===== src/rtl/key_entry.sv =====
`default_nettype none
// ============================================================================
//  Module   : key_entry
//  Purpose  : Turns single-cycle numpad key events into decimal operands
//             (BCD magnitude + sign) and operator tokens for the calculator
//             core. Tokens leave over a valid/ready handshake. The module
//             also drives the live entry display.
//  Revision : 1.0 - initial release
// ----------------------------------------------------------------------------
//  Parameters
//    DIGITS      maximum BCD digits per operand (bus width 4*DIGITS)
//    FIFO_DEPTH  key event FIFO depth, power of 2 (KEY_FIFO_EN builds only)
//  Build option
//    KEY_FIFO_EN when defined, key events are buffered in a FIFO_DEPTH FIFO
//                instead of being dropped while a token is pending
//  Ports
//    clock       in   system clock
//    reset_n     in   asynchronous active-low reset
//    key_event   in   {valid, main_kbd, col[1:0], row[1:0]}, 1-cycle pulse
//    tok_valid   out  token available
//    tok_ready   in   downstream accepts token
//    tok_num     out  1 = number token, 0 = operator token
//    tok_op      out  operator code (ADD,SUB,MUL,DIV,MOD,EQ,CLR = 0..6)
//    tok_neg     out  operand sign (never set for a zero magnitude)
//    tok_bcd     out  operand magnitude, BCD, LS digit in [3:0]
//    disp_bcd    out  current entry magnitude
//    disp_neg    out  current entry sign
//    disp_len    out  digits entered, 0..DIGITS
//    key_drop    out  1-cycle pulse: key event lost
//    entry_full  out  1-cycle pulse: digit rejected, entry already full
// ============================================================================
module key_entry #(
  parameter int DIGITS     = 8,
  parameter int FIFO_DEPTH = 4
) (
  input  logic                clock,
  input  logic                reset_n,
  input  logic [5:0]          key_event,
  output logic                tok_valid,
  input  logic                tok_ready,
  output logic                tok_num,
  output logic [2:0]          tok_op,
  output logic                tok_neg,
  output logic [4*DIGITS-1:0] tok_bcd,
  output logic [4*DIGITS-1:0] disp_bcd,
  output logic                disp_neg,
  output logic [3:0]          disp_len,
  output logic                key_drop,
  output logic                entry_full
);

  localparam int BCD_W = 4 * DIGITS;

  localparam logic [1:0] c_IDLE     = 2'd0;
  localparam logic [1:0] c_EMIT_NUM = 2'd1;
  localparam logic [1:0] c_EMIT_OP  = 2'd2;

  localparam logic [2:0] c_OP_ADD = 3'd0;
  localparam logic [2:0] c_OP_SUB = 3'd1;
  localparam logic [2:0] c_OP_MUL = 3'd2;
  localparam logic [2:0] c_OP_DIV = 3'd3;
  localparam logic [2:0] c_OP_MOD = 3'd4;
  localparam logic [2:0] c_OP_EQ  = 3'd5;
  localparam logic [2:0] c_OP_CLR = 3'd6;

  localparam logic [3:0] c_MAX_LEN = 4'(DIGITS);

  logic [1:0]       r_state;
  logic [1:0]       w_state_nxt;
  logic [BCD_W-1:0] r_bcd;
  logic             r_neg;
  logic [3:0]       r_len;
  logic             r_has;
  logic [2:0]       r_op;

  logic             w_idle;
  logic             w_take;
  logic [4:0]       w_ev;

  assign w_idle = (r_state == c_IDLE);

  // --------------------------------------------------------------------------
  // Event source: either straight from the scanner or through the FIFO.
  // w_take means "an event is consumed this cycle" and already implies IDLE.
  // --------------------------------------------------------------------------
`ifdef KEY_FIFO_EN
  localparam int PTR_W = (FIFO_DEPTH > 1) ? $clog2(FIFO_DEPTH) : 1;
  localparam int CNT_W = PTR_W + 1;

  logic [4:0]       r_fifo [FIFO_DEPTH];
  logic [PTR_W-1:0] r_wr_ptr;
  logic [PTR_W-1:0] r_rd_ptr;
  logic [CNT_W-1:0] r_count;
  logic             w_full;
  logic             w_empty;
  logic             w_wr;
  logic             w_rd;

  assign w_full  = (r_count == CNT_W'(FIFO_DEPTH));
  assign w_empty = (r_count == '0);
  assign w_rd    = w_idle && !w_empty;
  // A pop in the same cycle frees a slot, so a write into a full FIFO succeeds.
  assign w_wr     = key_event[5] && (!w_full || w_rd);
  assign key_drop = key_event[5] && w_full && !w_rd;

  always_ff @(posedge clock) begin
    if (w_wr) begin
      r_fifo[r_wr_ptr] <= key_event[4:0];
    end
  end

  always_ff @(posedge clock or negedge reset_n) begin
    if (!reset_n) begin
      r_wr_ptr <= '0;
      r_rd_ptr <= '0;
      r_count  <= '0;
    end else begin
      if (w_wr) begin
        r_wr_ptr <= r_wr_ptr + 1'b1;
      end
      if (w_rd) begin
        r_rd_ptr <= r_rd_ptr + 1'b1;
      end
      case ({w_wr, w_rd})
        2'b10:   r_count <= r_count + 1'b1;
        2'b01:   r_count <= r_count - 1'b1;
        default: r_count <= r_count;
      endcase
    end
  end

  assign w_take = w_rd;
  assign w_ev   = r_fifo[r_rd_ptr];
`else
  logic w_unused_fifo_depth;
  assign w_unused_fifo_depth = (FIFO_DEPTH != 0);

  assign w_take   = key_event[5] && w_idle;
  assign w_ev     = key_event[4:0];
  assign key_drop = key_event[5] && !w_idle;
`endif

  // --------------------------------------------------------------------------
  // Key decode: {col,row} -> keypad legend, then legend -> action.
  // --------------------------------------------------------------------------
  logic [3:0] w_code;
  logic       w_is_digit;
  logic       w_is_op;
  logic [2:0] w_op_code;
  logic       w_is_neg;
  logic       w_is_bs;
  logic       w_is_ce;
  logic       w_is_ca;

  always_comb begin
    w_code = 4'h0;
    case (w_ev[3:0])
      4'd0:  w_code = 4'h1;
      4'd1:  w_code = 4'h4;
      4'd2:  w_code = 4'h7;
      4'd3:  w_code = 4'h0;
      4'd4:  w_code = 4'h2;
      4'd5:  w_code = 4'h5;
      4'd6:  w_code = 4'h8;
      4'd7:  w_code = 4'hF;
      4'd8:  w_code = 4'h3;
      4'd9:  w_code = 4'h6;
      4'd10: w_code = 4'h9;
      4'd11: w_code = 4'hE;
      4'd12: w_code = 4'hA;
      4'd13: w_code = 4'hB;
      4'd14: w_code = 4'hC;
      default: w_code = 4'hD;
    endcase
  end

  always_comb begin
    w_is_digit = 1'b0;
    w_is_op    = 1'b0;
    w_op_code  = c_OP_ADD;
    w_is_neg   = 1'b0;
    w_is_bs    = 1'b0;
    w_is_ce    = 1'b0;
    w_is_ca    = 1'b0;
    if (w_ev[4]) begin
      if (w_code <= 4'd9) begin
        w_is_digit = 1'b1;
      end else begin
        case (w_code)
          4'hA: begin w_is_op = 1'b1; w_op_code = c_OP_ADD; end
          4'hB: begin w_is_op = 1'b1; w_op_code = c_OP_SUB; end
          4'hC: begin w_is_op = 1'b1; w_op_code = c_OP_MUL; end
          4'hD: begin w_is_op = 1'b1; w_op_code = c_OP_DIV; end
          4'hE: begin w_is_op = 1'b1; w_op_code = c_OP_EQ;  end
          default: w_is_ce = 1'b1;
        endcase
      end
    end else begin
      // Alternate keyboard: digit positions and F have no function.
      case (w_code)
        4'hA: begin w_is_op = 1'b1; w_op_code = c_OP_MOD; end
        4'hB: w_is_neg = 1'b1;
        4'hC: begin w_is_op = 1'b1; w_op_code = c_OP_CLR; w_is_ca = 1'b1; end
        4'hD: w_is_bs = 1'b1;
        4'hE: begin w_is_op = 1'b1; w_op_code = c_OP_EQ; end
        default: ;
      endcase
    end
  end

  assign entry_full = w_take && w_is_digit && (r_len == c_MAX_LEN);

  // --------------------------------------------------------------------------
  // Entry register. Edits only happen in IDLE (w_take); the snapshot is
  // frozen while the number token is pending and cleared once it transfers.
  // --------------------------------------------------------------------------
  always_ff @(posedge clock or negedge reset_n) begin
    if (!reset_n) begin
      r_bcd <= '0;
      r_neg <= 1'b0;
      r_len <= 4'd0;
      r_has <= 1'b0;
    end else if ((r_state == c_EMIT_NUM) && tok_ready) begin
      r_bcd <= '0;
      r_neg <= 1'b0;
      r_len <= 4'd0;
      r_has <= 1'b0;
    end else if (w_take) begin
      if (w_is_ce || w_is_ca) begin
        r_bcd <= '0;
        r_neg <= 1'b0;
        r_len <= 4'd0;
        r_has <= 1'b0;
      end else if (w_is_neg) begin
        r_neg <= !r_neg;
      end else if (w_is_bs) begin
        if (r_len != 4'd0) begin
          r_bcd <= r_bcd >> 4;
          r_len <= r_len - 4'd1;
        end
      end else if (w_is_digit) begin
        r_has <= 1'b1;
        // Leading zeros are swallowed but still count as an entry.
        if ((r_len != c_MAX_LEN) && !((r_len == 4'd0) && (w_code == 4'd0))) begin
          r_bcd <= {r_bcd[BCD_W-5:0], w_code};
          r_len <= r_len + 4'd1;
        end
      end
    end
  end

  always_ff @(posedge clock or negedge reset_n) begin
    if (!reset_n) begin
      r_op <= c_OP_ADD;
    end else if (w_take && w_is_op) begin
      r_op <= w_op_code;
    end
  end

  // --------------------------------------------------------------------------
  // Token FSM
  // --------------------------------------------------------------------------
  always_ff @(posedge clock or negedge reset_n) begin
    if (!reset_n) begin
      r_state <= c_IDLE;
    end else begin
      r_state <= w_state_nxt;
    end
  end

  always_comb begin
    w_state_nxt = r_state;
    case (r_state)
      c_IDLE: begin
        if (w_take && w_is_op) begin
          w_state_nxt = (w_is_ca || !r_has) ? c_EMIT_OP : c_EMIT_NUM;
        end
      end
      c_EMIT_NUM: begin
        if (tok_ready) begin
          w_state_nxt = c_EMIT_OP;
        end
      end
      c_EMIT_OP: begin
        if (tok_ready) begin
          w_state_nxt = c_IDLE;
        end
      end
      default: w_state_nxt = c_IDLE;
    endcase
  end

  always_comb begin
    tok_valid = 1'b0;
    tok_num   = 1'b0;
    tok_op    = 3'd0;
    tok_neg   = 1'b0;
    tok_bcd   = '0;
    case (r_state)
      c_EMIT_NUM: begin
        tok_valid = 1'b1;
        tok_num   = 1'b1;
        // A zero magnitude is always sent as positive.
        tok_neg   = r_neg && (r_bcd != '0);
        tok_bcd   = r_bcd;
      end
      c_EMIT_OP: begin
        tok_valid = 1'b1;
        tok_op    = r_op;
      end
      default: ;
    endcase
  end

  assign disp_bcd = r_bcd;
  assign disp_neg = r_neg;
  assign disp_len = r_len;

endmodule
`default_nettype wire

===== config.mk =====
export PLATFORM = sky130hd
export DESIGN_NAME = key_entry
export DESIGN_NICKNAME = d
export VERILOG_FILES = /design/src/rtl/key_entry.sv
export SDC_FILE = /design/constraint.sdc
export NUM_CORES = 1
export LEC_CHECK = 0
export CAP_MARGIN = 5
export CORE_AREA = 2 2 87 89
export DETAILED_ROUTE_END_ITERATION = 10
export DIE_AREA = 0 0 89 91
export GPL_TIMING_DRIVEN = 0
export PLACE_DENSITY = 0.75
export SKIP_CTS_REPAIR_TIMING = 1
export SLEW_MARGIN = 20
export SYNTH_ARGS = -nofsm -noshare
export SYNTH_HDL_FRONTEND = slang
export SYNTH_SLANG_ARGS = --single-unit

===== constraint.sdc =====
create_clock -name clock -period 4.8 [get_ports clock]
set_input_delay 0.72 -clock clock [delete_from_list [all_inputs] [get_ports clock]]
set_output_delay 0.72 -clock clock [all_outputs]
set_load 0.01 [all_outputs]

# --- Word level (Yosys, flattened, before mapping) ---
# Memory sizes are Yosys's and may differ from the RTL's.
# Cells that the tools add are included.
op_classes:
  n_mux: 55
  n_eq_ne: 15
  n_reduce_logical: 32
  n_addsub: 2
  n_lt_le_gt_ge: 1
op_table:
  columns: ["operator", "n"]
  rows:
  - ["$mux W32", 9]
  - ["$mux W4", 8]
  - ["$reduce_bool A32 Y1", 1]
  - ["$mux W1", 28]
  - ["$eq A4 B4 Y1 const B", 6]
  - ["$pmux W3 S4", 1]
  - ["$reduce_bool A4 Y1", 3]
  - ["$logic_and A1 B1 Y1", 9]
  - ["$mux W3", 3]
  - ["$pmux W3 S3", 1]
  - ["$logic_not A4 Y1", 2]
  - ["$mux W2", 4]
  - ["$ne A3 B1 Y1 const B", 2]
  - ["$pmux W2 S3", 1]
  - ["$reduce_bool A3 Y1", 2]
  - ["$reduce_and A5 Y1", 1]
  - ["$reduce_or A5 Y1", 1]
  - ["$add A4 B1 Y4 const B", 1]
  - ["$le A4 B4 Y1 const B", 1]
  - ["$logic_not A1 Y1", 4]
  - ["$ne A2 B2 Y1 const B", 2]
  - ["$ne A4 B1 Y1 const B", 1]
  - ["$ne A4 B4 Y1 const B", 1]
  - ["$reduce_and A4 Y1", 1]
  - ["other kinds (11)", 12]
totals:
  rom_bits: 64
  ff_bits: 43
  output_inout_bits: 77
  wordCells: 112
  n_memories: 1
  in_bits: 9
mem_list:
  columns: ["name", "depth", "width", "read_ports", "rd_ports_with_merged_regs", "write_ports", "line", "rtl"]
  rows:
  - ["(name not given)", 16, 4, 1, 0, 0, "157", "case (w_ev[3:0])"]

# --- Longest topological paths before layout ---
# Gate-level depths: netlist of run 1.
# An unclocked memory read counts as a cell.
logic_depth:
  depth_word: 12
  mapped_depth: 14
  ltp_nobuf: 11

# --- Worst setup path before layout of run 1 ---
# Ideal clock, no wire load.
synth_timing:
  path_kind: "input to register"
  start: "in key_event[0]"
  end: "reg r_len[3], in the netlist disp_len[3]"
  t_required_ns: 4.679
  cell_stages: 14
  t_arrival_ns: 3.717
  slack_ns: 0.962
  n_path_buf: 3
  setup_time_ns: 0.121
  cell_sequence: "clkbuf_1 -> inv_1 -> ha_1 -> inv_1 -> mux4_2 -> nor3_1 -> buf_4 -> buf_2 -> ha_1 -> a21o_1 -> a21oi_1 -> xnor2_1 -> o211a_1 -> o22a_1"
synth_via:
  elab_chain_cells: 10
  word_cells_on_any_way: 34
synth_lines:
  columns: ["item", "line", "rtl"]
  rows:
  - ["from (decl)", "38", "input logic [5:0] key_event,"]
  - ["$mem_v2 Z16 W4 *", null, null]
  - ["parallel branches: the longest is 9 deep, another holds $reduce_or A5 Y1", null, null]
  - ["to (signal assigned)", "239", "r_len <= r_len - 4'd1;"]
  - ["to (signal assigned)", "246", "r_len <= r_len + 4'd1;"]
  - ["to (decl)", "72", "logic [3:0] r_len;"]
# Mark *: on every way between the ends. The select of a mux whose other input is x is not followed.
# A chain may end at the register's enable or synchronous reset.

# --- Final worst setup path of run 1 ---
layout_timing:
  start: "in key_event[1]"
  end: "reg r_len[3], in the netlist disp_len[3]"
# Same word-level chain as after synthesis.

==> metrics.csv, run 1 <==
metric;value;unit
slowest_delay;0.55;ns
numCtsBuffers;5;
synthToLayoutAreaGrowth;37.4;%
grt_max_degree;33;
worst_pin_slew;0.569;ns
cts_root_buf;clkbuf_8;
drtIter0Drc;202;
final_hold_viol_count;0;
postLayoutCoreUtil;0.544;
outcome;finished, final reports clean;
mostFrequentLayoutCells;clkdlybuf4s50_1, dfrtp_1, and2_1, o2bb2ai_1, mux2i_1;
synth_area_leaders;dfrtp_1, mux2i_1, o2bb2ai_1;
critPathBufInv;6;
synth.avg_cell_area;10.4;um2
wl;7650;um
synth_ff_type;dfrtp_1;
syn_nets;290;
synth_edf_count;0;
post-route-min-period;4.43;ns
insertedDiodeCount;0;
num_io_pins;86;
rows;31;
worstSetupStartpoint;key_event[1];
crit_family;buffers and inverters;
die_h;91;um
leakagePower;1.55;nW
critPathKind;in2reg;
end_kind;register;
io_buffers;84;
grt_pass1_vias;2518;
required;4.98;ns
clock_skew;0.00825;ns
dp.cells;456;
powerDensity;482;nW/um2
drive_above_1_share;0.0882;
vias;2519;
tritoncts;built;
min_period_over_period;0.922;
htree_levels;2;
tns;0;ns
worst_path_max_delay_cell;mux4_2;
slew_headroom;0.620;
grt_pass1_wl;12700;um
antenna_found_initial;0;
critPathLaunchType;input pin;
holdCritPathClass;in2async;
core_area;7140;um2
synthArstFlopShare;1.00;
start_util;0.396;
dpl.hpwl;5640;um
slew_viol_final;0;
yosysWarningCount;0;
synth_top_area_cell;dfrtp_1;
cp.arrival;4.61;ns
drv_cap;0;
first_pass_iters;4;
fin_cells;462;
path_cells;clkdlybuf4s50_1 > buf_2 > inv_1 > ha_1 > inv_1 > mux4_2 > nor3_1 > buf_4 > buf_2 > ha_1 > a21o_1 > a21oi_1 > xnor2_1 > o21ai_0 > o22a_1;
syn_area;2830;um2
rr_startpoint;disp_len[0];
gp_congestion;0.752;
ys_ff_latch;43;
ant_nets;0;
synth_top_area_share;0.381;
clkTransAtPathRegs;0.08;ns
fin_nets;382;
clk_path_buf_depth;2;
die_w;89;um
insertion_delay;0.30;ns
cts_sinks;43;
netlist-cell-type-count;54;
nFillCells;663;
r2r_cells;7;
drc;0;
grt_use_total;0.196;
worst-path-max-fanout;12;
fp.dieArea;8100;um2
final_common_cell;clkdlybuf4s50_1;
cp.depth;15;
via_per_inst;5.45;
setup_viol;0;
peakVddDrop;0.256;mV
yosysSeqAreaShare;0.381;
rsz0062_at_grt;no;
timing.fmax;0.226;GHz
syn_inst;272;
wire_per_inst;16.6;um
grt_overflow_total;0;
==> report_power, final <==
part	total, mW	internal [mW]	leakage [nW]	switching [mW]
logic	0.941	0.515	0.940	0.426
clock network	0.217	0.0967	0.0361	0.120
registers	0.714	0.499	0.576	0.215
total	1.87	1.11	1.55	0.761
==> metrics by stage <==
step	cell area [um2]	hold slack, ns	worst slack (ns)	total power, mW
finish	3880	0.308	0.374	1.87
global route	3880	0.328	0.185	2.00
global placement	3790	0.457	0.178	1.64
floorplan	2830	0.424	0.962	1.19
detailed placement	3810	0.467	0.0547	1.66
CTS	3880	0.310	0.351	1.89
==> kinds of logic (layout without fill, tap and decap cells) <==
family          Yosys count  in the layout  share of synthesized area
flops                    43             43                      0.381
buf+inv                  29            120                     0.0518
fa+ha+maj                10             10                     0.0460
simple gates             81             81                      0.168
xor+xnor                  2              2                    0.00620
mux                      31             31                      0.121
compound gates           76             76                      0.227
==> synthesized netlist by cell type, types with 2 or more instances <==
master / instances
dfrtp_1: 43
and2_1: 36
o2bb2ai_1: 29
mux2i_1: 27
inv_1: 12
a21oi_1: 11
nor4_1: 9
o21ai_0: 9
ha_1: 8
nand2_1: 8
nor2_1: 7
buf_2: 6
clkbuf_1: 6
nor3_1: 6
a22o_1: 5
buf_6: 3
o211a_1: 3
mux4_2: 2
nand2b_1: 2
nand4_1: 2
nor3b_1: 2
o2111ai_1: 2
o211ai_1: 2
xnor2_1: 2
==> state kept, by name (all words and copies together) (netlist names) <==
signal    flops
disp_bcd     32
r_op          3
disp_len      4
disp_neg      1
r_has         1
r_state       2
==> worst paths after layout <==
check | end | slack (ns)
worst max register to register | disp_bcd[21] | 2.34
worst min register to register | r_op[2] | 0.48
min in group clock | r_op[2] | 0.48
worst max-delay path | disp_len[3] | 0.37
max in group asynchronous | disp_bcd[3] | 4.01
worst min-delay path | disp_len[1] | 0.31
==> cell type report <==
cell class	count	area, um2	area share
inverters	12	45.0	0.0116
well taps	99	124	0.0319
flip-flops and latches	43	1080	0.277
multi-input cells	200	1600	0.413
repair buffers	85	856	0.220
plain buffers	17	101	0.0261
clock inverters	1	7.51	0.00193
clock buffers	5	68.8	0.0177
==> metal layers <==
layer,vias up,global-route usage,wire length (um)
met2,98,0.302,3520
met5,-,0,0
li1,1201,-,-
met4,0,0.0448,80
met3,8,0.0345,503
met1,1212,0.286,3550
Note: power is estimated with default switching activity, not from simulation.
==> run 2, diff against run 1 <==
CORE_AREA = 2 2 78 80   (was 2 2 87 89)
DIE_AREA = 0 0 80 82   (was 0 0 89 91)
PLACE_DENSITY = 0.9   (was 0.75)
==> run 2 against run 1 <==
  * Register-to-register slack worse by 0.07 ns
  * Sequential power about the same
  * Clock skew up 0.0016 ns
  * Power up 4.1%
  * Setup slack better by 0.011 ns
  * Clock power up 28%
  * Sequential cell count unchanged
  * Non-clock buffer count unchanged
  * Fmax up 0.24%
  * Critical path type unchanged
==> metrics.csv, run 2 (same netlist as run 1, synthesis figures left out) <==
metric;value;unit;change
rsz0062_at_grt;no;;
fp.dieArea;6560;um2;-19%
worst_path_max_delay_cell;mux4_2;;
cp.arrival;4.61;ns;about the same
final_hold_viol_count;0;;unchanged
ant_nets;0;;unchanged
postLayoutCoreUtil;0.677;;+0.133
slew_viol_final;0;;unchanged
grt_max_degree;26;;-21%
slew_headroom;0.548;;-0.0719
start_util;0.492;;+0.0959
crit_family;buffers and inverters;;
wl;7800;um;+2.0%
drc;0;;unchanged
powerDensity;501;nW/um2;+3.9%
nFillCells;456;;-31%
end_kind;register;;
largest_register_ffs;32;;unchanged
worst_pin_slew;0.673;ns;+0.103 ns
post-route-min-period;4.42;ns;-0.0106 ns
synthToLayoutAreaGrowth;37.6;%;
first_pass_iters;4;;unchanged
peakVddDrop;0.336;mV;+31%
dpl.hpwl;5610;um;-0.65%
core_area;5750;um2;-19%
fin_nets;382;;unchanged
io_buffers;84;;unchanged
htree_levels;2;;unchanged
gp_congestion;0.883;;+17%
die_h;82;um;-9.9%
min_period_over_period;0.920;;-0.00221
fin_cells;439;;-5.0%
clkTransAtPathRegs;0.09;ns;about the same
clk_path_buf_depth;2;;unchanged
leakagePower;1.57;nW;+1.1%
dp.cells;432;;-5.3%
tritoncts;built;;
clock_skew;0.00987;ns;+0.00163 ns
critPathBufInv;6;;unchanged
path_cells;clkdlybuf4s50_1 > buf_2 > inv_1 > ha_1 > inv_1 > mux4_2 > nor3_1 > buf_4 > buf_2 > ha_1 > a21o_1 > a21oi_1 > xnor2_1 > o21ai_0 > o22a_1;;
die_w;80;um;-10%
numCtsBuffers;5;;unchanged
drtIter0Drc;232;;+15%
insertedDiodeCount;0;;unchanged
grt_overflow_total;0;;unchanged
critPathKind;in2reg;;
vias;2593;;+2.9%
drive_above_1_share;0.0907;;+0.00251
critPathLaunchType;input pin;;
insertion_delay;0.30;ns;about the same
mostFrequentLayoutCells;clkdlybuf4s50_1, dfrtp_1, and2_1, o2bb2ai_1, mux2i_1;;
timing.fmax;0.226;GHz;+0.24%
cts_root_buf;clkbuf_8;;
num_io_pins;86;;unchanged
grt_use_total;0.244;;+0.0486
slowest_delay;0.54;ns;about the same
wire_per_inst;17.8;um;+7.3%
worst-path-max-fanout;12;;unchanged
antenna_found_initial;0;;unchanged
required;4.99;ns;about the same
grt_pass1_vias;2628;;+4.4%
outcome;finished, final reports clean;;
tns;0;ns;unchanged
rows;28;;-9.7%
final_common_cell;clkdlybuf4s50_1;;
grt_pass1_wl;12700;um;-0.32%
drv_cap;0;;unchanged
cts_sinks;43;;unchanged
setup_viol;0;;unchanged
holdCritPathClass;in2async;;
via_per_inst;5.91;;+8.3%
run 2: cell type report:
class                   count  area [um2]  area share
multi-input cells         200        1600       0.412
repair buffers             85         863       0.222
inverters                  12        45.0      0.0116
well taps                  75        93.8      0.0241
flip-flops and latches     43        1080       0.277
clock inverters             2        37.5     0.00965
clock buffers               5        68.8      0.0177
plain buffers              17         101      0.0261
run 2: final timing paths:
path	from	end	slack [ns]	cells after the start
setup / recovery	key_event[1]	disp_len[3]	0.38	15
hold / removal	reset_n	disp_bcd[13]	0.37	1
setup reg to reg	disp_len[0]	disp_bcd[25]	2.27	7
hold reg to reg	r_op[1]	r_op[1]	0.48	2
max in group asynchronous	reset_n	disp_bcd[29]	3.93	2
min in group clock	r_op[1]	r_op[1]	0.48	2
run 2: routing by layer:
| metal | GRT usage | up-vias | routed length (um) |
|---|---|---|---|
| met5 | 0 | - | 0 |
| met4 | 0.0729 | 0 | 117 |
| li1 | - | 1200 | - |
| met2 | 0.404 | 122 | 3810 |
| met3 | 0.0473 | 16 | 603 |
| met1 | 0.326 | 1255 | 3280 |
run 2: report_power, final:
part	switching, mW	leakage, nW	internal (mW)
sequential	0.214	0.576	0.499
combinational	0.442	0.943	0.516
clock	0.126	0.0502	0.152
total	0.782	1.57	1.17
run 2: worst reg2reg max path, delay by kind of cell, from the launching register on:
kind / cells / cell delay (ns)
compound gates: 4 / 0.93
buf+inv: 1 / 0.34
flops: 1 / 0.45
simple gates: 2 / 0.73
run 2: through the flow:
| stage | hold slack [ns] | setup WS (ns) | total power, mW | cell area, um2 |
|---|---|---|---|---|
| 2_1_floorplan | 0.424 | 0.962 | 1.19 | 2830 |
| 3_5_place_dp | 0.464 | 0.177 | 1.66 | 3780 |
| 3_3_place_gp | 0.457 | 0.219 | 1.63 | 3760 |
| 6_report | 0.369 | 0.385 | 1.95 | 3890 |
| 5_1_grt | 0.396 | 0.231 | 2.08 | 3890 |
| 4_1_cts | 0.381 | 0.466 | 1.95 | 3890 |
==> run 3, diff against run 2 <==
CAP_MARGIN = unset   (was 5)
CORE_AREA = 2 2 64 97   (was 2 2 78 80)
DIE_AREA = 0 0 66 99   (was 0 0 80 82)
==> run 3 against run 2 <==
  * Fmax is 0.49% higher
  * Register-to-register slack better by 0.10 ns
  * Sequential cell count is the same
==> metrics.csv, run 3 (same netlist as run 1, synthesis figures left out) <==
metric;value;unit;change
fin_cells;437;;-0.46%
first_pass_iters;4;;unchanged
path_cells;clkdlybuf4s50_1 > buf_2 > inv_1 > ha_1 > inv_1 > mux4_2 > nor3_1 > buf_4 > buf_2 > ha_1 > a21o_1 > a21oi_1 > xnor2_1 > o211a_1 > o22a_1;;
slew_viol_final;0;;unchanged
wire_per_inst;17.5;um;-1.7%
dp.cells;429;;-0.69%
htree_levels;2;;unchanged
largest_register_ffs;32;;unchanged
synthToLayoutAreaGrowth;36.7;%;
worst_path_max_delay_cell;mux4_2;;
rsz0062_at_grt;no;;
drtIter0Drc;152;;-34%
core_area;5700;um2;-0.78%
drive_above_1_share;0.0904;;-0.000248
clk_path_buf_depth;2;;unchanged
grt_pass1_vias;2516;;-4.3%
place_ws;0.0931;ns;-0.0835 ns
tns;0;ns;unchanged
rr_startpoint;r_state[1];;
worst-path-max-fanout;12;;unchanged
die_w;66;um;-18%
p_sw;779;uW;-0.34%
fp.dieArea;6530;um2;-0.40%
grt_use_total;0.251;;+0.00634
cts_sinks;43;;unchanged
worst_pin_slew;0.589;ns;-0.0833 ns
dpl.hpwl;5870;um;+4.6%
slowest_delay;0.55;ns;about the same
p_sw_frac;0.411;;+0.00960
seqCellArea;1080;um2;unchanged
pwr-share-seq;0.378;;+0.012
critPathBufInv;6;;unchanged
vias;2584;;-0.35%
die_h;99;um;+21%
ant_nets;0;;unchanged
regToRegEndpoint;disp_bcd[24];;
gp_congestion;0.863;;-2.3%
clkTransAtPathRegs;0.08;ns;about the same
insertion_delay;0.30;ns;about the same
fin_nets;382;;unchanged
outcome;finished, final reports clean;;
final_hold_viol_count;0;;unchanged
power.internal;1.12;mW;-4.2%
setup_viol;0;;unchanged
p_comb_frac;0.505;;+0.013
grt_pass1_wl;12600;um;-0.60%
cp.arrival;4.58;ns;-0.03 ns
timing.fmax;0.228;GHz;+0.49%
post-route-min-period;4.39;ns;-0.0216 ns
holdCritPathClass;in2async;;
antenna_found_initial;0;;unchanged
insertedDiodeCount;0;;unchanged
end_kind;register;;
mostFrequentLayoutCells;clkdlybuf4s50_1, dfrtp_1, and2_1, o2bb2ai_1, mux2i_1;;
leakagePower;1.56;nW;-0.58%
via_per_inst;5.91;;+0.11%
final_common_cell;clkdlybuf4s50_1;;
crit_family;buffers and inverters;;
grt_overflow_total;0;;unchanged
worstSetupStartpoint;key_event[1];;
slew_headroom;0.607;;+0.0590
fin_area;3860;um2;-0.64%
numCtsBuffers;5;;unchanged
regToRegSetupSlack;2.37;ns;+0.10 ns
clock_skew;0.0119;ns;+0.00201 ns
critPathLaunchType;input pin;;
io_buffers;84;;unchanged
drc;0;;unchanged
powerDensity;491;nW/um2;-2.0%
rows;34;;+21%
layout_setup_ws;0.407;ns;+0.0216 ns
grt_max_degree;26;;unchanged
clock_power_share;0.117;;-0.026
multiInputGateArea;1600;um2;unchanged
peakVddDrop;0.342;mV;+1.7%
wl;7640;um;-2.1%
min_period_over_period;0.915;;-0.00451
cts_root_buf;clkbuf_8;;
start_util;0.496;;+0.00389
required;4.99;ns;about the same
placed_cell_area;3780;um2;about the same
nFillCells;473;;+3.7%
num_io_pins;86;;unchanged
drv_cap;0;;unchanged
critPathKind;in2reg;;
r2r_cells;9;;+2
tritoncts;built;;
-- run 3: changes by cell type in the layout (fill, tap and decap cells not counted), sizes merged --
cell / before / now
bufinv: 1 / 0
clkbuf: 12 / 13
clkinv: 0 / 1
-- run 3: area by class of cell --
class                           instances  area share
Buffer                                 17      0.0262
Clock buffer                            6      0.0188
Clock inverter                          2     0.00324
Inverter                               12      0.0117
Multi-Input combinational cell        200       0.415
Sequential cell                        43       0.278
Tap cell                               72      0.0233
Timing Repair Buffer                   85       0.223
-- run 3: how the worst max path moves through the flow --
| stage | to | slack, ns | depth (start not counted) |
|---|---|---|---|
| 6_report | disp_len[3] | 0.41 | 15 |
| 2_1_floorplan | disp_len[3] | 0.96 | 14 |
| 3_3_place_gp | disp_len[3] | 0.20 | 15 |
| 3_5_place_dp | disp_len[3] | 0.09 | 15 |
| 5_1_grt | disp_len[3] | 0.15 | 15 |
| 4_1_cts | disp_len[3] | 0.40 | 15 |
-- run 3: metrics by stage --
step / power (mW) / hold WS (ns) / utilization
after floorplan: 1.19 / 0.424 / -
after global placement: 1.63 / 0.462 / 0.659
after detailed placement: 1.68 / 0.498 / 0.663
after CTS: 1.91 / 0.426 / 0.678
after global routing: 2.03 / 0.457 / 0.678
final: 1.90 / 0.415 / 0.678
-- run 3: routing by layer --
metal,GRT usage,vias up,share of wire
met3,0.0320,18,0.035
met1,0.284,1284,0.38
met2,0.458,79,0.56
li1,-,1203,-
met5,0,-,0
met4,0.110,0,0.028
-- run 3: worst register-to-register path, delay by kind of cell, from the launching register on --
family / cells / cell delay, ns
AO/OA/AOI/OAI: 3 / 0.42
adder cells (fa/ha/maj): 1 / 0.18
buffers and inverters: 3 / 0.98
flip-flops: 1 / 0.39
AND/OR/NAND/NOR: 2 / 0.36
-- run 3: power groups by stage --
stage / clock network [mW] / logic (mW) / registers (mW)
finish: 0.222 / 0.958 / 0.717
global route: 0.245 / 1.04 / 0.739
CTS: 0.225 / 0.966 / 0.715
detailed placement: 0 / 0.961 / 0.719
global placement: 0 / 0.924 / 0.709
floorplan: 0 / 0.482 / 0.704
